==> src/rtl/cpu_control_if.sv <==
// cpu_control_if: control unit <-> datapath bundle.
// Status flows into the sequencer; enables and mux selects flow out.
interface cpu_control_if;
    logic       run;
    logic [7:0] opcode;
    logic       ACisZero;
    logic       writeEnableAC;
    logic       writeEnableR;
    logic       writeEnableMem;
    logic       PCEnable;
    logic       instructionRegisterEnable;
    logic       MSBaddressEnable;
    logic       LSBaddressEnable;
    logic       zeroEnable;
    logic       muxOpcode;
    logic       muxSelectPC;
    logic       muxSelectAddress;
    logic       muxSelectALUtoAC;
    logic       muxSelectMEM_or_R_toAC;
    logic       halted;
    logic       illegal;
    logic       instrDone;

    modport master (
        input  run, opcode, ACisZero,
        output writeEnableAC, writeEnableR, writeEnableMem, PCEnable,
        output instructionRegisterEnable, MSBaddressEnable,
        output LSBaddressEnable, zeroEnable, muxOpcode, muxSelectPC,
        output muxSelectAddress, muxSelectALUtoAC,
        output muxSelectMEM_or_R_toAC, halted, illegal, instrDone
    );

    modport slave (
        output run, opcode, ACisZero,
        input  writeEnableAC, writeEnableR, writeEnableMem, PCEnable,
        input  instructionRegisterEnable, MSBaddressEnable,
        input  LSBaddressEnable, zeroEnable, muxOpcode, muxSelectPC,
        input  muxSelectAddress, muxSelectALUtoAC,
        input  muxSelectMEM_or_R_toAC, halted, illegal, instrDone
    );
endinterface

==> src/rtl/cpu_control_unit.sv <==
// cpu_control_unit: multi-cycle sequencer for the 8-bit accumulator CPU.
// Outputs are decoded from state, the latched opcode and the zero flag.
module cpu_control_unit #(
    parameter logic [7:0] HALT_OPCODE = 8'hFF
) (
    input logic           clk,
    input logic           reset,
    cpu_control_if.master bus
);
    typedef enum logic [2:0] {
        S_IDLE,
        S_FETCH,
        S_DECODE,
        S_ADDR_HI,
        S_ADDR_LO,
        S_EXEC,
        S_HALT
    } state_t;

    state_t     state_q, state_d;
    logic [7:0] op_q, op_d;

    // Opcodes that carry a two-byte address operand.
    function automatic logic is_gamma(input logic [7:0] op);
        return (op == 8'h01) || (op == 8'h02) ||
               (op >= 8'h05 && op <= 8'h07);
    endfunction

    // State register and opcode latch; reset aborts any instruction.
    always_ff @(posedge clk or negedge reset) begin
        if (!reset) begin
            state_q <= S_IDLE;
            op_q    <= '0;
        end else begin
            state_q <= state_d;
            op_q    <= op_d;
        end
    end

    // Next-state selection and every control strobe.
    always_comb begin
        state_d                      = state_q;
        op_d                         = op_q;
        bus.writeEnableAC            = 1'b0;
        bus.writeEnableR             = 1'b0;
        bus.writeEnableMem           = 1'b0;
        bus.PCEnable                 = 1'b0;
        bus.instructionRegisterEnable = 1'b0;
        bus.MSBaddressEnable         = 1'b0;
        bus.LSBaddressEnable         = 1'b0;
        bus.zeroEnable               = 1'b0;
        bus.muxOpcode                = 1'b0;
        bus.muxSelectPC              = 1'b0;
        bus.muxSelectAddress         = 1'b0;
        bus.muxSelectALUtoAC         = 1'b0;
        bus.muxSelectMEM_or_R_toAC   = 1'b0;
        bus.halted                   = 1'b0;
        bus.illegal                  = 1'b0;
        bus.instrDone                = 1'b0;
        unique case (state_q)
            S_IDLE: begin
                if (bus.run) state_d = S_FETCH;
            end
            S_FETCH: begin
                bus.instructionRegisterEnable = 1'b1;
                bus.PCEnable                  = 1'b1;
                bus.muxOpcode                 = 1'b1;
                state_d                       = S_DECODE;
            end
            S_DECODE: begin
                op_d = bus.opcode;
                if (is_gamma(bus.opcode))
                    state_d = S_ADDR_HI;
                else if (bus.opcode == HALT_OPCODE)
                    state_d = S_HALT;
                else
                    state_d = S_EXEC;
            end
            S_ADDR_HI: begin
                bus.MSBaddressEnable = 1'b1;
                bus.PCEnable         = 1'b1;
                state_d              = S_ADDR_LO;
            end
            S_ADDR_LO: begin
                bus.LSBaddressEnable = 1'b1;
                bus.PCEnable         = 1'b1;
                state_d              = S_EXEC;
            end
            S_EXEC: begin
                bus.instrDone = 1'b1;
                state_d       = S_FETCH;
                unique case (1'b1)
                    op_q == 8'h00: begin
                    end
                    op_q == 8'h01: begin
                        bus.muxSelectAddress       = 1'b1;
                        bus.muxSelectMEM_or_R_toAC = 1'b1;
                        bus.muxSelectALUtoAC       = 1'b1;
                        bus.writeEnableAC          = 1'b1;
                        bus.zeroEnable             = 1'b1;
                    end
                    op_q == 8'h02: begin
                        bus.muxSelectAddress = 1'b1;
                        bus.writeEnableMem   = 1'b1;
                    end
                    op_q == 8'h03: begin
                        bus.writeEnableR = 1'b1;
                    end
                    op_q == 8'h04: begin
                        bus.muxSelectALUtoAC = 1'b1;
                        bus.writeEnableAC    = 1'b1;
                        bus.zeroEnable       = 1'b1;
                    end
                    op_q == 8'h05: begin
                        bus.muxSelectPC = 1'b1;
                        bus.PCEnable    = 1'b1;
                    end
                    op_q == 8'h06: begin
                        bus.muxSelectPC = bus.ACisZero;
                        bus.PCEnable    = bus.ACisZero;
                    end
                    op_q == 8'h07: begin
                        bus.muxSelectPC = !bus.ACisZero;
                        bus.PCEnable    = !bus.ACisZero;
                    end
                    op_q[7:3] == 5'b00001: begin
                        bus.writeEnableAC = 1'b1;
                        bus.zeroEnable    = 1'b1;
                    end
                    default: begin
                        bus.illegal = 1'b1;
                    end
                endcase
            end
            S_HALT: begin
                bus.halted = 1'b1;
            end
            default: begin
                state_d = S_IDLE;
            end
        endcase
    end
endmodule

==> src/flat_wrapper.sv <==
// flat-port wrapper written by rule: the top's interface ports become plain ports
module cpu_control_unit_flat 
#(
    parameter logic [7:0] HALT_OPCODE = 8'hFF
)
  (clk, reset, bus_run, bus_opcode, bus_ACisZero, bus_writeEnableAC, bus_writeEnableR, bus_writeEnableMem, bus_PCEnable, bus_instructionRegisterEnable, bus_MSBaddressEnable, bus_LSBaddressEnable, bus_zeroEnable, bus_muxOpcode, bus_muxSelectPC, bus_muxSelectAddress, bus_muxSelectALUtoAC, bus_muxSelectMEM_or_R_toAC, bus_halted, bus_illegal, bus_instrDone);
  cpu_control_if bus_i ();
  input logic clk;
  input logic reset;
  input wire logic [$bits(bus_i.run)-1:0] bus_run;
  input wire logic [$bits(bus_i.opcode)-1:0] bus_opcode;
  input wire logic [$bits(bus_i.ACisZero)-1:0] bus_ACisZero;
  output wire logic [$bits(bus_i.writeEnableAC)-1:0] bus_writeEnableAC;
  output wire logic [$bits(bus_i.writeEnableR)-1:0] bus_writeEnableR;
  output wire logic [$bits(bus_i.writeEnableMem)-1:0] bus_writeEnableMem;
  output wire logic [$bits(bus_i.PCEnable)-1:0] bus_PCEnable;
  output wire logic [$bits(bus_i.instructionRegisterEnable)-1:0] bus_instructionRegisterEnable;
  output wire logic [$bits(bus_i.MSBaddressEnable)-1:0] bus_MSBaddressEnable;
  output wire logic [$bits(bus_i.LSBaddressEnable)-1:0] bus_LSBaddressEnable;
  output wire logic [$bits(bus_i.zeroEnable)-1:0] bus_zeroEnable;
  output wire logic [$bits(bus_i.muxOpcode)-1:0] bus_muxOpcode;
  output wire logic [$bits(bus_i.muxSelectPC)-1:0] bus_muxSelectPC;
  output wire logic [$bits(bus_i.muxSelectAddress)-1:0] bus_muxSelectAddress;
  output wire logic [$bits(bus_i.muxSelectALUtoAC)-1:0] bus_muxSelectALUtoAC;
  output wire logic [$bits(bus_i.muxSelectMEM_or_R_toAC)-1:0] bus_muxSelectMEM_or_R_toAC;
  output wire logic [$bits(bus_i.halted)-1:0] bus_halted;
  output wire logic [$bits(bus_i.illegal)-1:0] bus_illegal;
  output wire logic [$bits(bus_i.instrDone)-1:0] bus_instrDone;
  assign bus_i.run = bus_run;
  assign bus_i.opcode = bus_opcode;
  assign bus_i.ACisZero = bus_ACisZero;
  assign bus_writeEnableAC = bus_i.writeEnableAC;
  assign bus_writeEnableR = bus_i.writeEnableR;
  assign bus_writeEnableMem = bus_i.writeEnableMem;
  assign bus_PCEnable = bus_i.PCEnable;
  assign bus_instructionRegisterEnable = bus_i.instructionRegisterEnable;
  assign bus_MSBaddressEnable = bus_i.MSBaddressEnable;
  assign bus_LSBaddressEnable = bus_i.LSBaddressEnable;
  assign bus_zeroEnable = bus_i.zeroEnable;
  assign bus_muxOpcode = bus_i.muxOpcode;
  assign bus_muxSelectPC = bus_i.muxSelectPC;
  assign bus_muxSelectAddress = bus_i.muxSelectAddress;
  assign bus_muxSelectALUtoAC = bus_i.muxSelectALUtoAC;
  assign bus_muxSelectMEM_or_R_toAC = bus_i.muxSelectMEM_or_R_toAC;
  assign bus_halted = bus_i.halted;
  assign bus_illegal = bus_i.illegal;
  assign bus_instrDone = bus_i.instrDone;
  cpu_control_unit #(.HALT_OPCODE(HALT_OPCODE)) u_core (.clk(clk), .reset(reset), .bus(bus_i));
endmodule
==> config.mk <==
export PLATFORM = sky130hd
export DESIGN_NAME = cpu_control_unit_flat
export DESIGN_NICKNAME = d
export VERILOG_FILES = /design/src/rtl/cpu_control_if.sv /design/src/rtl/cpu_control_unit.sv /design/src/flat_wrapper.sv
export SDC_FILE = /design/constraint.sdc
export NUM_CORES = 1
export LEC_CHECK = 0
export BUFFER_PORTS_ARGS = -buffer_cell sky130_fd_sc_hd__buf_2
export CAP_MARGIN = 30
export CORE_MARGIN = 5
export CORE_UTILIZATION = 44
export CTS_BUF_LIST = sky130_fd_sc_hd__clkbuf_4
export DETAILED_ROUTE_END_ITERATION = 10
export GPL_TIMING_DRIVEN = 0
export PLACE_DENSITY = 0.76
export REMOVE_ABC_BUFFERS = 1
export SETUP_SLACK_MARGIN = 0.1
export SLEW_MARGIN = 20
export SYNTH_ARGS = -nofsm -noshare
export SYNTH_HDL_FRONTEND = slang
export SYNTH_SLANG_ARGS = --single-unit
==> constraint.sdc <==
create_clock -name clk -period 1.43 [get_ports clk]
set_input_delay 0.143 -clock clk [delete_from_list [all_inputs] [get_ports clk]]
set_output_delay 0.143 -clock clk [all_outputs]
set_load 0.02 [all_outputs]
==> results of run 1 <==
-- logic make-up after synthesis --
| group | count (synthesis) | share of synthesized area |
|---|---|---|
| AOI/OAI and AO/OA | 7 | 0.08713 |
| xor gates and xnor gates | 3 | 0.03812 |
| buffers and inverters | 5 | 0.03990 |
| DFF | 11 | 0.3993 |
| muxes | 9 | 0.1452 |
| and+or+nand+nor | 27 | 0.2904 |
-- state kept, by name (all words and copies together) (netlist names) --
signal          cells
u_core.op_q         8
u_core.state_q      3
-- per-stage QoR --
stage                     instances  power [mW]  instance area [um^2]  TNS, ns
after detailed placement        101       1.500                 820.8   -2.539
after global placement          101       1.471                 820.8   -1.771
after floorplan                  58       1.269                 665.6   -3.174
final                           116       2.385                  1127   -3.933
after global routing            116       2.513                  1127   -4.679
after CTS                       111       2.059                  1010   -3.869
-- where the power goes --
| group | internal, mW | switching, mW |
|---|---|---|
| clock | 0.127 | 0.101 |
| sequential | 0.477 | 0.206 |
| combinational | 0.829 | 0.646 |
| total | 1.43 | 0.953 |
-- worst register-to-register path, stage by stage, from the launching register on --
cell and delay (ns):
dfrtp_2 0.41, buf_6 0.14, nand2b_4 0.16, nor2_4 0.11, buf_12 0.14, mux2_2 0.33
-- final timing paths --
kind | cells past startpoint | end
setup reg to reg | 5 | u_core.op_q[6]
hold reg to reg | 1 | u_core.op_q[3]
setup / recovery | 4 | bus_muxSelectMEM_or_R_toAC
max in group asynchronous | 2 | u_core.state_q[2]
hold / removal | 3 | u_core.state_q[0]
min in group asynchronous | 2 | u_core.op_q[1]
-- Yosys cell counts, types with 2 or more instances --
library cell,number
dfrtp_1,11
mux2_2,8
nor2_1,4
nand2_1,3
buf_4,2
nand4_1,2
nor4b_1,2
xnor2_1,2
-- cell type report --
class | instances | area, um^2
Inverter | 1 | 6.256
Clock buffer | 4 | 30.03
Multi-Input combinational cell | 46 | 474.2
Timing Repair Buffer | 38 | 317.8
Fill cell | 110 | 361.6
Tap cell | 16 | 20.02
Sequential cell | 11 | 279.0
-- cell usage in the layout, fill, tap and decap left out, types with 3 or more instances in the layout --
| master | instances |
|---|---|
| buf_2 | 14 |
| buf_6 | 14 |
| buf_4 | 8 |
| dfrtp_1 | 8 |
| mux2_4 | 6 |
| clkbuf_4 | 4 |
| nand2_1 | 3 |
| nor2_1 | 3 |
| dfrtp_2 | 3 |
-- layer usage --
metal | routed length [um] | share of wire
met1 | 739 | 0.38
met2 | 1004 | 0.52
met3 | 146 | 0.075
met4 | 57 | 0.029
met5 | 0 | 0
-- what timing repair did --
item                                    in CTS  in global routing
pin swaps                                    6                  1
endpoints found under the setup margin      23                 24
setup buffers                                5                  6
resized for setup                           32                 18
hold buffers                                 1                  0
endpoints found under the hold margin       11                  0
==> results.yml, run 1 <==
floorplan:
  dieHeight_um: 49.59
  initial_utilization: 0.4630
  die-width_um: 49.59
  coreArea_mm2: 0.001489
  num_rows: 14
  io_pins: 28
  dieArea_mm2: 0.002459
global_routing:
  grtUsageMet2: 0.2648
  overflow: 0
  grt_pass1_vias: 612
  grt_max_degree: 12
  grt_usage: 0.1467
  grt_pass1_wl_um: 2835
  grt_antenna_before_repair: 0
  busiest_layer: "met2"
  grtUsageMet1: 0.1685
  met3_usage: 0.02711
sta:
  hold_viol_final: 0
  skew_ns: 0.004664
  fin_crit_ns: 1.898
  slew-limit-headroom: 0.7530
  hold_slack_ns: 0.1247
  setup_viol: 10
  setup_ws_ns: -0.4679
  drv_slew: 0
  max_freq_mhz: 526.9
  worst_pin_slew_ns: 0.3678
  period_share: 1.327
  rsz0062_at_grt: "yes"
power:
  peakVddDrop_mv: 1.191
  p_per_area_mw_per_mm2: 2116
  p_leak_nw: 0.5412
cells_and_area:
  finalNetCount: 113
  synthToLayoutAreaGrowth_pct: 63.52
  drive_gt1_frac: 0.6900
  diodes: 0
  final_core_util: 0.7571
worst_setup_path:
  crit_chain: "nor4_4, nand3b_4, nor4b_1, buf_2"
  cp-end-kind: "output pin"
  cp_slowest_cell: "dfrtp_1"
  worstPathMaxFanout: 6
  crit_start: "u_core.op_q[5]"
  worst-path-buf-inv: 1
  r2r_start: "u_core.state_q[0]"
  crit_required_ns: 1.29
  slowest_delay_ns: 0.42
  crit_type: "reg -> out"
  cpLargestDelayFamily: "simple AND/OR/NAND/NOR gates"
  cp-start-kind: "register"
  rrSetupSlack_ns: 0.03
  worstPathArrival_ns: 1.75
detailed_routing:
  postRouteAntennaNets: 0
  dr.pass1.iters: 4
  routed_via_density: 5.707
  routed_wl_um: 1947
  drt_iter0_markers: 4
  post_drt_wl_per_cell_um: 16.78
  post-route-drc-count: 0
  vias: 662
yosys:
  synth_edf_count: 0
  synth_top_cell_by_area: "dfrtp_1"
  synth_seq_cells: 11
  seq_area_frac_synth: 0.3993
  async_reset_ff_frac: 1.000
  syn_avg_cell_area_um2: 11.12
  syn_area_um2: 689.4
  synth_top_area_frac: 0.3993
  ys_types: 36
  ys.flop_type: "dfrtp_1"
  ys_top_cells_by_area: "dfrtp_1 40%, mux2_2 13%, nor4b_1 2.5%"
  ys_warn_count: 0
  syn_inst: 62
cts:
  clockRootBuffer: "clkbuf_4"
  clkLatencyLatePin_ns: 0.26
  cts_made_buffers: 3
  cts_sinks: 11
  cts_max_level: 1
  cts_tree: "built"
  path_clk_slew_ns: 0.07
  clockBufferDepth: 2
outcome:
  violations: "negative setup slack"
  status: "complete, but fails checks"
flow_run:
  cap_violations: 0
placed_design:
  dp_hpwl_um: 1199
  post-place-ws_ns: -0.2788
  gp_congestion: 0.6803
  port_buffers: 27
min_path:
  hp-start: "bus_run"
  min_path_type: "in -> reg"
No activity file was read; power rests on OpenSTA's default activity.
==> inputs of run 2 (changes only) <==
CORE_MARGIN = 1.5   (was 5)
CTS_CLUSTER_SIZE = 20   (was not set)
SETUP_SLACK_MARGIN = 0.4   (was 0.1)
==> run 2 against run 1 <==
The flow still finishes with violations (negative setup slack). Die area decreased by 26%. Utilization up 0.84 points. Hold slack got worse by 0.022 ns. Largest power group unchanged. Sequential share of layout area decreased by 0.27 points.
==> results.yml, run 2 (synthesis results as in run 1) <==
outcome:
  status: "complete, but fails checks"
  violations: "negative setup slack"
power:
  p_leak_nw: 0.5464
  peakVddDrop_mv: 1.356
  p_per_area_mw_per_mm2: 2056
global_routing:
  grt_usage: 0.1995
  grtUsageMet2: 0.3477
  grt_pass1_wl_um: 2670
  overflow: 0
  grt_pass1_vias: 617
  grt_max_degree: 12
  grt_antenna_before_repair: 0
  grtUsageMet1: 0.2404
  busiest_layer: "met2"
  met3_usage: 0.01293
cts:
  cts_tree: "built"
  cts_sinks: 11
  cts_max_level: 1
  clkLatencyLatePin_ns: 0.27
  path_clk_slew_ns: 0.07
  clockBufferDepth: 2
  cts_made_buffers: 3
  clockRootBuffer: "clkbuf_4"
detailed_routing:
  drt_iter0_markers: 2
  routed_via_density: 5.579
  postRouteAntennaNets: 0
  post-route-drc-count: 0
  dr.pass1.iters: 2
  routed_wl_um: 1784
  post_drt_wl_per_cell_um: 15.65
  vias: 636
sta:
  max_freq_mhz: 524.5
  fin_crit_ns: 1.906
  hold_viol_final: 0
  worst_pin_slew_ns: 0.3387
  rsz0062_at_grt: "yes"
  hold_slack_ns: 0.1028
  setup_ws_ns: -0.4764
  slew-limit-headroom: 0.7725
  drv_slew: 0
  period_share: 1.333
  setup_viol: 20
  skew_ns: 0.001259
worst_setup_path:
  r2r-end: "u_core.op_q[6]"
  reg2reg_depth: 4
  crit_required_ns: 1.29
  worst-path-buf-inv: 1
  rrSetupSlack_ns: -0.08
  worstPathArrival_ns: 1.76
  cp.depth: 5
  cp_slowest_cell: "dfrtp_1"
  crit_start: "u_core.op_q[6]"
  slowest_delay_ns: 0.42
  crit_path_end: "bus_PCEnable"
  crit_type: "reg -> out"
  cp-end-kind: "output pin"
  cp-start-kind: "register"
  crit_chain: "nor4_4, nand3b_4, nor3b_2, a211o_1, buf_2"
  r2r_start: "u_core.state_q[0]"
  cpLargestDelayFamily: "simple AND/OR/NAND/NOR gates"
  worstPathMaxFanout: 6
placed_design:
  dp.cells: 101
  post-place-ws_ns: -0.2412
  gp_congestion: 0.7973
  port_buffers: 27
  dp_hpwl_um: 1045
floorplan:
  io_pins: 28
  initial_utilization: 0.4630
  dieHeight_um: 42.59
  num_rows: 14
  coreArea_mm2: 0.001489
  die-width_um: 42.59
  dieArea_mm2: 0.001813
cells_and_area:
  top_register: "u_core.op_q"
  final-instance-count-excl-fill: 114
  drive_gt1_frac: 0.7143
  fillCellCount: 107
  layout_commonest_cell: "buf_6"
  multiInputGateArea_um2: 501.7
  largestRegisters: "u_core.op_q: 8 flops, u_core.state_q: 3 flops"
  register_area_um2: 279.0
  largest_register_ffs: 8
  final_cell_mix: "16 x buf_6, 12 x buf_2, 8 x dfrtp_1"
  synthToLayoutAreaGrowth_pct: 65.34
  finalNetCount: 111
  diodes: 0
min_path:
  min_path_type: "in -> reg"
flow_run:
  cap_violations: 0
## run 2: cell type report
class	count	area share
repair buffers	36	0.2656
well taps	16	0.01756
multi-input cells	46	0.4402
clock buffers	4	0.02634
inverters	1	0.005488
flip-flops and latches	11	0.2448
## run 2: per-layer routing
| metal | wire length, um | vias up |
|---|---|---|
| met5 | 0 | - |
| met4 | 29 | 0 |
| met3 | 63 | 3 |
| met2 | 944 | 23 |
| met1 | 746 | 307 |
| li1 | - | 303 |
## run 2: per-stage QoR
step	TNS, ns	total power, mW	cell area [um^2]	util
floorplan	-3.174	1.269	665.6	-
global placement	-1.533	1.466	820.8	0.5513
detailed placement	-1.896	1.488	820.8	0.5513
CTS	-3.635	2.114	1060	0.7118
global route	-5.561	2.460	1140	0.7655
finish	-4.154	2.343	1140	0.7655
## run 2: how the worst min path moves through the flow
stage	cells after the start	from	to	slack, ns
finish	2	bus_opcode[4]	u_core.op_q[4]	0.10
global route	2	bus_opcode[4]	u_core.op_q[4]	0.10
CTS	2	bus_opcode[4]	u_core.op_q[4]	0.1
detailed placement	1	reset	u_core.op_q[7]	0.02
global placement	1	reset	u_core.op_q[6]	0.02
floorplan	0	reset	u_core.op_q[0]	-0.15
## run 2: repair_timing
action | in CTS | in global routing
setup buffers | 8 | 0
setup endpoints to repair | 26 | 27
gates resized for setup | 36 | 20
pin swaps | 7 | 5
hold endpoints to repair | 11 | 0
hold buffers | 1 | 0
## run 2: power by group
group          internal [mW]  switching (mW)  total [mW]
Sequential             0.476           0.217       0.694
Clock                  0.127           0.102       0.229
Combinational          0.806           0.614        1.42
